==> config.mk <==
export PLATFORM = sky130hd
export DESIGN_NAME = echo_delay_ctrl
export DESIGN_NICKNAME = d
export VERILOG_FILES = /design/src/rtl/echo_delay_ctrl.sv
export SDC_FILE = /design/constraint.sdc
export NUM_CORES = 1
export LEC_CHECK = 0
export CAP_MARGIN = 40
export CORE_AREA = 4 4 133 135
export DETAILED_ROUTE_END_ITERATION = 16
export DIE_AREA = 0 0 137 139
export PLACE_DENSITY = 0.85
export SYNTH_ARGS = -nofsm -noshare
export SYNTH_HDL_FRONTEND = slang
export SYNTH_SLANG_ARGS = --single-unit
==> constraint.sdc <==
create_clock -name clk -period 3.65 [get_ports clk]
set_clock_uncertainty 0.2 [all_clocks]
set_input_delay 0.73 -clock clk [delete_from_list [all_inputs] [get_ports clk]]
set_output_delay 0.73 -clock clk [all_outputs]
set_load 0.02 [all_outputs]
==> src/rtl/echo_delay_ctrl.sv <==
// Echo delay-line sequencer: for each accepted sample, reads the delayed tap from a
// single-port ring-buffer RAM, writes the new sample, and emits dry + attenuated tap saturated.
module echo_delay_ctrl #(
  parameter int unsigned ADDR_W  = 16,
  parameter int unsigned DATA_W  = 16,
  parameter int unsigned RAM_LAT = 1
) (
  input  logic              clk,
  input  logic              rst_n,
  input  logic              enable,
  input  logic [ADDR_W-1:0] delay_len,
  input  logic [2:0]        mix_shift,
  input  logic              sample_in_valid,
  input  logic [DATA_W-1:0] sample_in,
  output logic              busy,
  output logic              drop,
  output logic              sample_out_valid,
  output logic [DATA_W-1:0] sample_out,
  output logic [ADDR_W-1:0] ram_addr,
  output logic [DATA_W-1:0] ram_d,
  output logic              ram_we,
  input  logic [DATA_W-1:0] ram_q
);

  typedef enum logic [2:0] {
    S_IDLE,
    S_READ,
    S_WAIT,
    S_CAPTURE,
    S_WRITE,
    S_OUTPUT
  } state_t;

  localparam logic [1:0] WAIT_LAST = 2'((RAM_LAT > 1) ? (RAM_LAT - 2) : 0);
  localparam logic [DATA_W-1:0] SAT_MAX = {1'b0, {(DATA_W-1){1'b1}}};
  localparam logic [DATA_W-1:0] SAT_MIN = {1'b1, {(DATA_W-1){1'b0}}};

  state_t state_q, state_d;

  logic [1:0]        wait_cnt_q, wait_cnt_d;
  logic [ADDR_W-1:0] wr_ptr_q, wr_ptr_d;
  logic [ADDR_W-1:0] fill_cnt_q, fill_cnt_d;
  logic [ADDR_W-1:0] dly_q, dly_d;
  logic [2:0]        shift_q, shift_d;
  logic              en_q, en_d;
  logic [DATA_W-1:0] smp_q, smp_d;
  logic [DATA_W-1:0] tap_q, tap_d;
  logic              busy_q, busy_d;
  logic              drop_q, drop_d;
  logic              out_valid_q, out_valid_d;
  logic [DATA_W-1:0] out_q, out_d;
  logic [ADDR_W-1:0] ram_addr_q, ram_addr_d;
  logic [DATA_W-1:0] ram_d_q, ram_d_d;
  logic              ram_we_q, ram_we_d;

  logic signed [DATA_W-1:0] tap_sh;
  logic [DATA_W:0]          mix_sum;
  logic [DATA_W-1:0]        mix_sat;

  always_ff @(posedge clk or negedge rst_n) begin
    if (!rst_n) begin
      state_q <= S_IDLE;
    end else begin
      state_q <= state_d;
    end
  end

  always_comb begin
    state_d = state_q;
    case (state_q)
      S_IDLE:    if (sample_in_valid) state_d = S_READ;
      S_READ:    state_d = (RAM_LAT > 1) ? S_WAIT : S_CAPTURE;
      S_WAIT:    if (wait_cnt_q == WAIT_LAST) state_d = S_CAPTURE;
      S_CAPTURE: state_d = S_WRITE;
      S_WRITE:   state_d = S_OUTPUT;
      S_OUTPUT:  state_d = S_IDLE;
      default:   state_d = S_IDLE;
    endcase
  end

  // Mix is one sign bit wider than the sample so overflow shows as a sign-bit disagreement.
  always_comb begin
    tap_sh  = $signed(tap_q) >>> shift_q;
    mix_sum = {smp_q[DATA_W-1], smp_q} + {tap_sh[DATA_W-1], tap_sh};
    if (mix_sum[DATA_W] != mix_sum[DATA_W-1]) begin
      mix_sat = mix_sum[DATA_W] ? SAT_MIN : SAT_MAX;
    end else begin
      mix_sat = mix_sum[DATA_W-1:0];
    end
  end

  always_comb begin
    wait_cnt_d  = wait_cnt_q;
    wr_ptr_d    = wr_ptr_q;
    fill_cnt_d  = fill_cnt_q;
    dly_d       = dly_q;
    shift_d     = shift_q;
    en_d        = en_q;
    smp_d       = smp_q;
    tap_d       = tap_q;
    out_d       = out_q;
    ram_addr_d  = ram_addr_q;
    ram_d_d     = ram_d_q;
    ram_we_d    = 1'b0;
    out_valid_d = 1'b0;
    busy_d      = (state_d != S_IDLE);
    drop_d      = sample_in_valid && (state_q != S_IDLE);
    case (state_q)
      S_IDLE: begin
        if (sample_in_valid) begin
          smp_d      = sample_in;
          dly_d      = delay_len;
          shift_d    = mix_shift;
          en_d       = enable;
          ram_addr_d = wr_ptr_q - delay_len;
        end
      end
      S_READ: begin
        wait_cnt_d = '0;
      end
      S_WAIT: begin
        wait_cnt_d = wait_cnt_q + 2'd1;
      end
      S_CAPTURE: begin
        // Until the ring holds delay_len samples the read slot is stale history.
        tap_d      = ((dly_q != '0) && (fill_cnt_q >= dly_q)) ? ram_q : '0;
        ram_addr_d = wr_ptr_q;
        ram_d_d    = smp_q;
        ram_we_d   = 1'b1;
      end
      S_WRITE: begin
        wr_ptr_d    = wr_ptr_q + 1'b1;
        fill_cnt_d  = (fill_cnt_q != '1) ? (fill_cnt_q + 1'b1) : fill_cnt_q;
        out_d       = en_q ? mix_sat : smp_q;
        out_valid_d = 1'b1;
      end
      default: ;
    endcase
  end

  always_ff @(posedge clk or negedge rst_n) begin
    if (!rst_n) begin
      wait_cnt_q  <= '0;
      wr_ptr_q    <= '0;
      fill_cnt_q  <= '0;
      dly_q       <= '0;
      shift_q     <= '0;
      en_q        <= 1'b0;
      smp_q       <= '0;
      tap_q       <= '0;
      busy_q      <= 1'b0;
      drop_q      <= 1'b0;
      out_valid_q <= 1'b0;
      out_q       <= '0;
      ram_addr_q  <= '0;
      ram_d_q     <= '0;
      ram_we_q    <= 1'b0;
    end else begin
      wait_cnt_q  <= wait_cnt_d;
      wr_ptr_q    <= wr_ptr_d;
      fill_cnt_q  <= fill_cnt_d;
      dly_q       <= dly_d;
      shift_q     <= shift_d;
      en_q        <= en_d;
      smp_q       <= smp_d;
      tap_q       <= tap_d;
      busy_q      <= busy_d;
      drop_q      <= drop_d;
      out_valid_q <= out_valid_d;
      out_q       <= out_d;
      ram_addr_q  <= ram_addr_d;
      ram_d_q     <= ram_d_d;
      ram_we_q    <= ram_we_d;
    end
  end

  assign busy             = busy_q;
  assign drop             = drop_q;
  assign sample_out_valid = out_valid_q;
  assign sample_out       = out_q;
  assign ram_addr         = ram_addr_q;
  assign ram_d            = ram_d_q;
  assign ram_we           = ram_we_q;

endmodule

==> results of run 1 <==
==> metrics by stage <==
step / setup slack [ns] / util / power [W] / instances / hold slack (ns)
floorplan: 0.191 / - / 0.00596 / 905 / 0.234
global placement: 0.0552 / 0.584 / 0.00746 / 1214 / 0.259
detailed placement: -0.0213 / 0.584 / 0.00764 / 1215 / 0.266
CTS: 0.0341 / 0.620 / 0.00943 / 1247 / 0.0891
global route: -0.0722 / 0.630 / 0.0105 / 1256 / 0.118
finish: 0.0749 / 0.630 / 0.00987 / 1256 / 0.0808
==> sequential cells by signal (all words and copies together) (netlist names) <==
register	cells
wait_cnt_q	2
en_q	1
ram_we	1
ram_d	16
smp_q	16
sample_out	16
busy	1
sample_out_valid	1
drop	1
ram_addr	16
tap_q	16
state_q	3
dly_q	16
fill_cnt_q	16
shift_q	3
wr_ptr_q	16
==> timing repair <==
action	CTS	global route
setup buffers	0	8
setup endpoints to repair	3	15
gates resized for setup	1	24
gates cloned	0	1
pin swaps	0	7
==> logic make-up (layout without fill, tap and decap cells) <==
group,count (synthesis),in the layout,share of synthesized area
DFF,141,141,0.427
muxes,46,46,0.0574
AOI/OAI and AO/OA,202,202,0.158
adders and majority gates,52,52,0.0806
and+or+nand+nor,322,322,0.178
xor gates and xnor gates,52,52,0.0551
buffers and inverters,90,221,0.0442
==> report_power, final <==
| part | total [W] | switching [W] | internal, W | leakage, nW |
|---|---|---|---|---|
| Sequential | 0.00279 | 0.000634 | 0.00216 | 1.82 |
| Clock | 0.00174 | 0.000763 | 0.000977 | 0.287 |
| Combinational | 0.00534 | 0.00295 | 0.00239 | 2.71 |
| Total | 0.00987 | 0.00435 | 0.00552 | 4.81 |
==> worst paths after layout <==
kind | to | cells after the start
setup / recovery | sample_out[11] | 16
hold / removal | ram_d[13] | 1
setup reg to reg | sample_out[11] | 16
hold reg to reg | ram_d[10] | 2
max in group asynchronous | shift_q[1] | 2
min in group clk | ram_d[10] | 2
==> cell type report <==
class,count,area [sq um],area share
clock buffers,17,425,0.0410
clock inverters,15,165,0.0159
inverters,48,180,0.0174
multi-input cells,674,4450,0.429
flip-flops and latches,141,3530,0.340
well taps,220,275,0.0265
repair buffers,141,1350,0.130
==> per-layer routing <==
layer  wire (microns)  GRT usage  up-vias
met3             1530     0.0446       28
met4              289     0.0578        0
li1                 -          -     3405
met5                0          0        -
met2            10200      0.353      277
met1             9750      0.330     3413
==> cell usage in the layout, fill, tap and decap left out, types with 8 or more instances in the layout <==
cell               n
nand3_1           14
nand2_1          173
mux2i_1           33
a21oi_1           46
a22oi_1            9
ha_1              49
nand4_1           15
xor2_1            17
nor2_1            39
nor3_1            27
xnor2_1           35
nor2b_1            8
clkdlybuf4s50_1  105
a21o_1            17
buf_4             31
clkbuf_16         17
inv_1             46
dfrtp_1          139
o21ai_0           58
mux2_2            10
nor3b_1           12
==> critical path: cells and delay by family (launching register included) <==
family                     cells  cell delay [ns]
AOI/OAI and AO/OA              7             1.24
adders and majority gates      2             0.55
buffers and inverters          4             0.46
DFF                            1             0.47
muxes                          2             0.42
and+or+nand+nor                1             0.15
==> impl_metrics.csv, run 1 <==
group,metric,value,unit
global_routing,grt_use_total,0.228,
synth,synth_commonest_cells,"173 x nand2_1, 141 x dfrtp_1, 59 x o21ai_0",
final_layout,drive_gt1_frac,0.106,
synth,synth_area,8260,sq um
floorplan,core,16500,sq um
placed_design,place_congestion,0.936,
global_routing,grt_pass1_wl,34800,microns
sta,min_period_over_period,0.979,
routing,ant_nets,0,
worst_setup_path,critPathSlowestCell,"dfrtp_2",
synth,synth_largest_area_cell,"dfrtp_1",
sta,setup_viol,0,
synth,ys_types,61,
synth,ys_top_cells_by_area,"dfrtp_1 43%, nand2_1 7.9%, ha_1 7.6%",
worst_setup_path,cp.arrival,3.71,ns
synth,yosysTopAreaCellShare,0.427,
routing,drt_iter0_drc,709,
worst_setup_path,cpPeakStageDelay,0.47,ns
clock_network,cts_tree,"yes",
synth,async_flop_share,1.00,
final_layout,final.fill_count,1341,
worst_setup_path,ff2ff_setup_slack,0.07,ns
synth,syn_inst,905,
power_and_ir_drop,vdd_ir_drop_max,0.000431,V
hold_path,hold_path.class,"in2async",
final_layout,final_area,10400,sq um
floorplan,io_pins,107,
routing,viasPerCell,5.67,
worst_setup_path,cp_cell_sequence,"buf_6, mux2_2, a21oi_1, mux2i_1, ha_2, inv_1, fa_2, nand2b_4, a21oi_2, o211ai_1, a21o_1, a31oi_4, buf_6, buf_4, a21oi_1, a211oi_1",
global_routing,first_global_vias,6838,
worst_setup_path,critPathLaunchType,"register",
floorplan,die_y,139,microns
global_routing,grt_max_degree,64,
worst_setup_path,startpoint,"shift_q[1]",
sta,tightest_slew,0.840,ns
worst_setup_path,r2r-start,"shift_q[1]",
worst_setup_path,worst_setup_path_end_kind,"register",
routing,first_pass_iters,5,
worst_setup_path,required,3.78,ns
power_and_ir_drop,power.density,952,nW/um^2
synth,ys_ff_latch,141,
clock_network,cts.sinks,141,
sta,finalCriticalPeriod,3.58,ns
routing,wl,21700,microns
placed_design,post_dp_cell_area,9620,sq um
sta,drv_slew,0,
synth,synth_edf_count,0,
floorplan,dieArea,19000,sq um
clock_network,cts_root_buf,"clkbuf_16",
final_layout,antenna_cells,0,
global_routing,grt_antenna_before_repair,1,
worst_setup_path,cp_max_fo,7,
clock_network,hold_buffers,0,
run,cap_violations,0,
global_routing,grt_overflow,0,
clock_network,clk_path_buf_depth,2,
clock_network,cts_inserted_buffers,17,
clock_network,htree_levels,4,
power_and_ir_drop,leakagePower,4.81,nW
synth,synth.most_common_cell,"nand2_1",
sta,final.setup.tns,0,ns
worst_setup_path,crit_type,"reg2reg",
synth,yosysSeqAreaShare,0.427,
synth,synthesis.nets,1012,
sta,fmax,0.280,GHz
placed_design,portBuffers,106,
floorplan,start_util,0.502,
synth,syn_avg_cell_area,9.13,sq um
final_layout,synthToLayoutAreaGrowth,25.6,%
run_status,status,"completed",
sta,slew_headroom,0.438,
synth,ys_warn_count,0,
floorplan,die_w,137,microns
floorplan,rows,47,
routing,wl_per_cell,17.3,microns
routing,drc,0,
routing,vias,7123,
sta,hold_viol,0,
clock_network,insertion_delay,0.43,ns
placed_design,hpwl,15800,microns
synth,synth_ff_type,"dfrtp_1",
clock_network,clkTransAtPathRegs,0.07,ns
final_layout,finalNetCount,1130,
Power figures use the tool's default switching activity.
==> inputs of run 2 (changes only) <==
Settings changed: CORE_AREA 4 4 133 135 to 4 4 128 130, DIE_AREA 0 0 137 139 to 0 0 132 134, DONT_BUFFER_PORTS from default to 1, PLACE_DENSITY 0.85 to 0.81, RECOVER_POWER from default to 100.
==> run 2 against run 1 <==
- the run now ends with hold timing left
- clock power grew 8%
- non-clock buffer count fell by 103
- setup slack improved by 0.026 ns
- routed wire length is 3.6% lower
- clock-buffer cell count stayed put
- global-route usage is 0.95 points higher
- maximum frequency is 0.74% higher
- power down 4.3%
- critical endpoint is now sample_out[6]
==> impl_metrics.csv, run 2 (same netlist as run 1, synthesis figures left out) <==
group,metric,value,unit
final_layout,instances_no_fill,1121,
routing,ant_nets,0,
floorplan,rows,45,
power_and_ir_drop,clock_power_share,0.199,
final_layout,layout_commonest_cell,"nand2_1",
power_and_ir_drop,p_int,0.00522,W
final_layout,antenna_cells,0,
floorplan,die_y,134,microns
run,cap_violations,0,
placed_design,hpwl,14800,microns
run_status,violations,"hold timing",
sta,tightest_slew,1.09,ns
sta,hold_viol,141,
power_and_ir_drop,power.density,1010,nW/um^2
worst_setup_path,cp_cell_sequence,"buf_4, buf_4, nand2b_1, o21ai_0, mux2_4, mux2i_1, ha_1, a21oi_2, o21bai_1, a221oi_2, o41ai_2, xor2_1, buf_4, nand4_4, o311ai_2",
final_layout,final.fill_count,1184,
power_and_ir_drop,seq_power_share,0.326,
worst_setup_path,cp_common_cell,"buf_4",
clock_network,cts_tree,"yes",
floorplan,core,15100,sq um
final_layout,finalNetCount,1027,
routing,first_pass_iters,4,
floorplan,dieArea,17700,sq um
global_routing,grt_pass1_wl,33800,microns
power_and_ir_drop,vdd_ir_drop_max,0.000525,V
global_routing,grt_overflow,0,
final_layout,synthToLayoutAreaGrowth,12.9,%
routing,wl_per_cell,18.7,microns
routing,vias,6681,
final_layout,final_cell_mix,"173 x nand2_1, 139 x dfrtp_1, 54 x o21ai_0",
global_routing,grt_antenna_before_repair,0,
placed_design,place_congestion,0.923,
placed_design,portBuffers,0,
worst_setup_path,critPathLaunchType,"register",
run_status,status,"finished with violations",
worst_setup_path,crit_type,"reg2reg",
clock_network,cts_inserted_buffers,17,
hold_path,hold_path.class,"in2async",
global_routing,grt_use_total,0.238,
placed_design,dp_slack,-0.163,ns
power_and_ir_drop,sw_frac_of_total,0.448,
clock_network,cts.sinks,141,
worst_setup_path,worst_setup_path_end_kind,"register",
routing,drc,0,
floorplan,start_util,0.545,
routing,drt_iter0_drc,473,
worst_setup_path,path_delay_family,"compound AO/OA/AOI/OAI gates",
worst_setup_path,cp_max_fo,7,
placed_design,place_inst,1078,
sta,min_period_over_period,0.972,
clock_network,cts_root_buf,"clkbuf_16",
worst_setup_path,ff2ff_path_depth,15,
floorplan,die_w,132,microns
worst_setup_path,critPathSlowestCell,"dfrtp_2",
worst_setup_path,crit_buf_inv,3,
sta,setup_ws,0.101,ns
worst_setup_path,critical_path_depth,15,
sta,drv_slew,0,
sta,slew_headroom,0.271,
clock_network,clk_path_buf_depth,2,
sta,setup_viol,0,
routing,wl,20900,microns
power_and_ir_drop,leakagePower,4.43,nW
floorplan,io_pins,107,
clock_network,insertion_delay,0.43,ns
power_and_ir_drop,pwr-share-comb,0.474,
routing,viasPerCell,5.96,
sta,finalCriticalPeriod,3.55,ns
final_layout,drive_gt1_frac,0.116,
worst_setup_path,required,3.77,ns
worst_setup_path,cpPeakStageDelay,0.41,ns
worst_setup_path,cp.arrival,3.67,ns
sta,fmax,0.282,GHz
power_and_ir_drop,p_sw,0.00423,W
sta,hold_ws,-0.197,ns
clock_network,clkTransAtPathRegs,0.06,ns
clock_network,htree_levels,4,
global_routing,first_global_vias,6497,
global_routing,grt_max_degree,142,
[run 2: power by group through the flow]
stage | clock (W) | combinational, W | sequential [W]
after floorplan | 0 | 0.00317 | 0.00279
after detailed placement | 0 | 0.00400 | 0.00310
after CTS | 0.00190 | 0.00405 | 0.00308
after global placement | 0 | 0.00389 | 0.00308
final | 0.00188 | 0.00448 | 0.00308
after global routing | 0.00197 | 0.00498 | 0.00316
[run 2: final timing paths]
check	start	to	slack, ns
max	shift_q[1]	sample_out[6]	0.10
min	rst_n	dly_q[7]	-0.20
max reg2reg	shift_q[1]	sample_out[6]	0.10
min reg2reg	fill_cnt_q[7]	fill_cnt_q[7]	0.31
max in group asynchronous	rst_n	sample_out[5]	3.25
min in group clk	sample_in[7]	smp_q[7]	0.20
[run 2: what timing repair did]
| item | 4_1_cts | 5_1_grt |
|---|---|---|
| resized for setup | 2 | 32 |
| setup endpoints to repair | 12 | 15 |
| hold endpoints to repair | 141 | 141 |
| buffers inserted | 0 | 9 |
| cloned | 0 | 2 |
| pin swaps | 0 | 11 |
[run 2: per-layer routing]
metal	share of wire	GRT usage
met5	0	0
met4	0.021	0.0799
met3	0.082	0.0731
met2	0.45	0.355
met1	0.45	0.331
[run 2: cell type report]
class / instances / area [sq um] / share of cell area
clock buffer: 17 / 425 / 0.0456
clock inverter: 15 / 213 / 0.0228
inverter: 48 / 184 / 0.0197
multi-input combinational: 674 / 4470 / 0.479
sequential: 141 / 3530 / 0.379
tap: 188 / 235 / 0.0252
timing repair buffer: 38 / 265 / 0.0284
[run 2: through the flow]
stage	setup TNS, ns	total power (W)	util	instance area (sq um)
after floorplan	0	0.00596	-	8260
after global placement	-0.119	0.00698	0.562	8510
after detailed placement	-1.17	0.00710	0.562	8510
after CTS	0	0.00903	0.604	9160
after global routing	-0.422	0.0101	0.616	9320
final	0	0.00945	0.616	9320
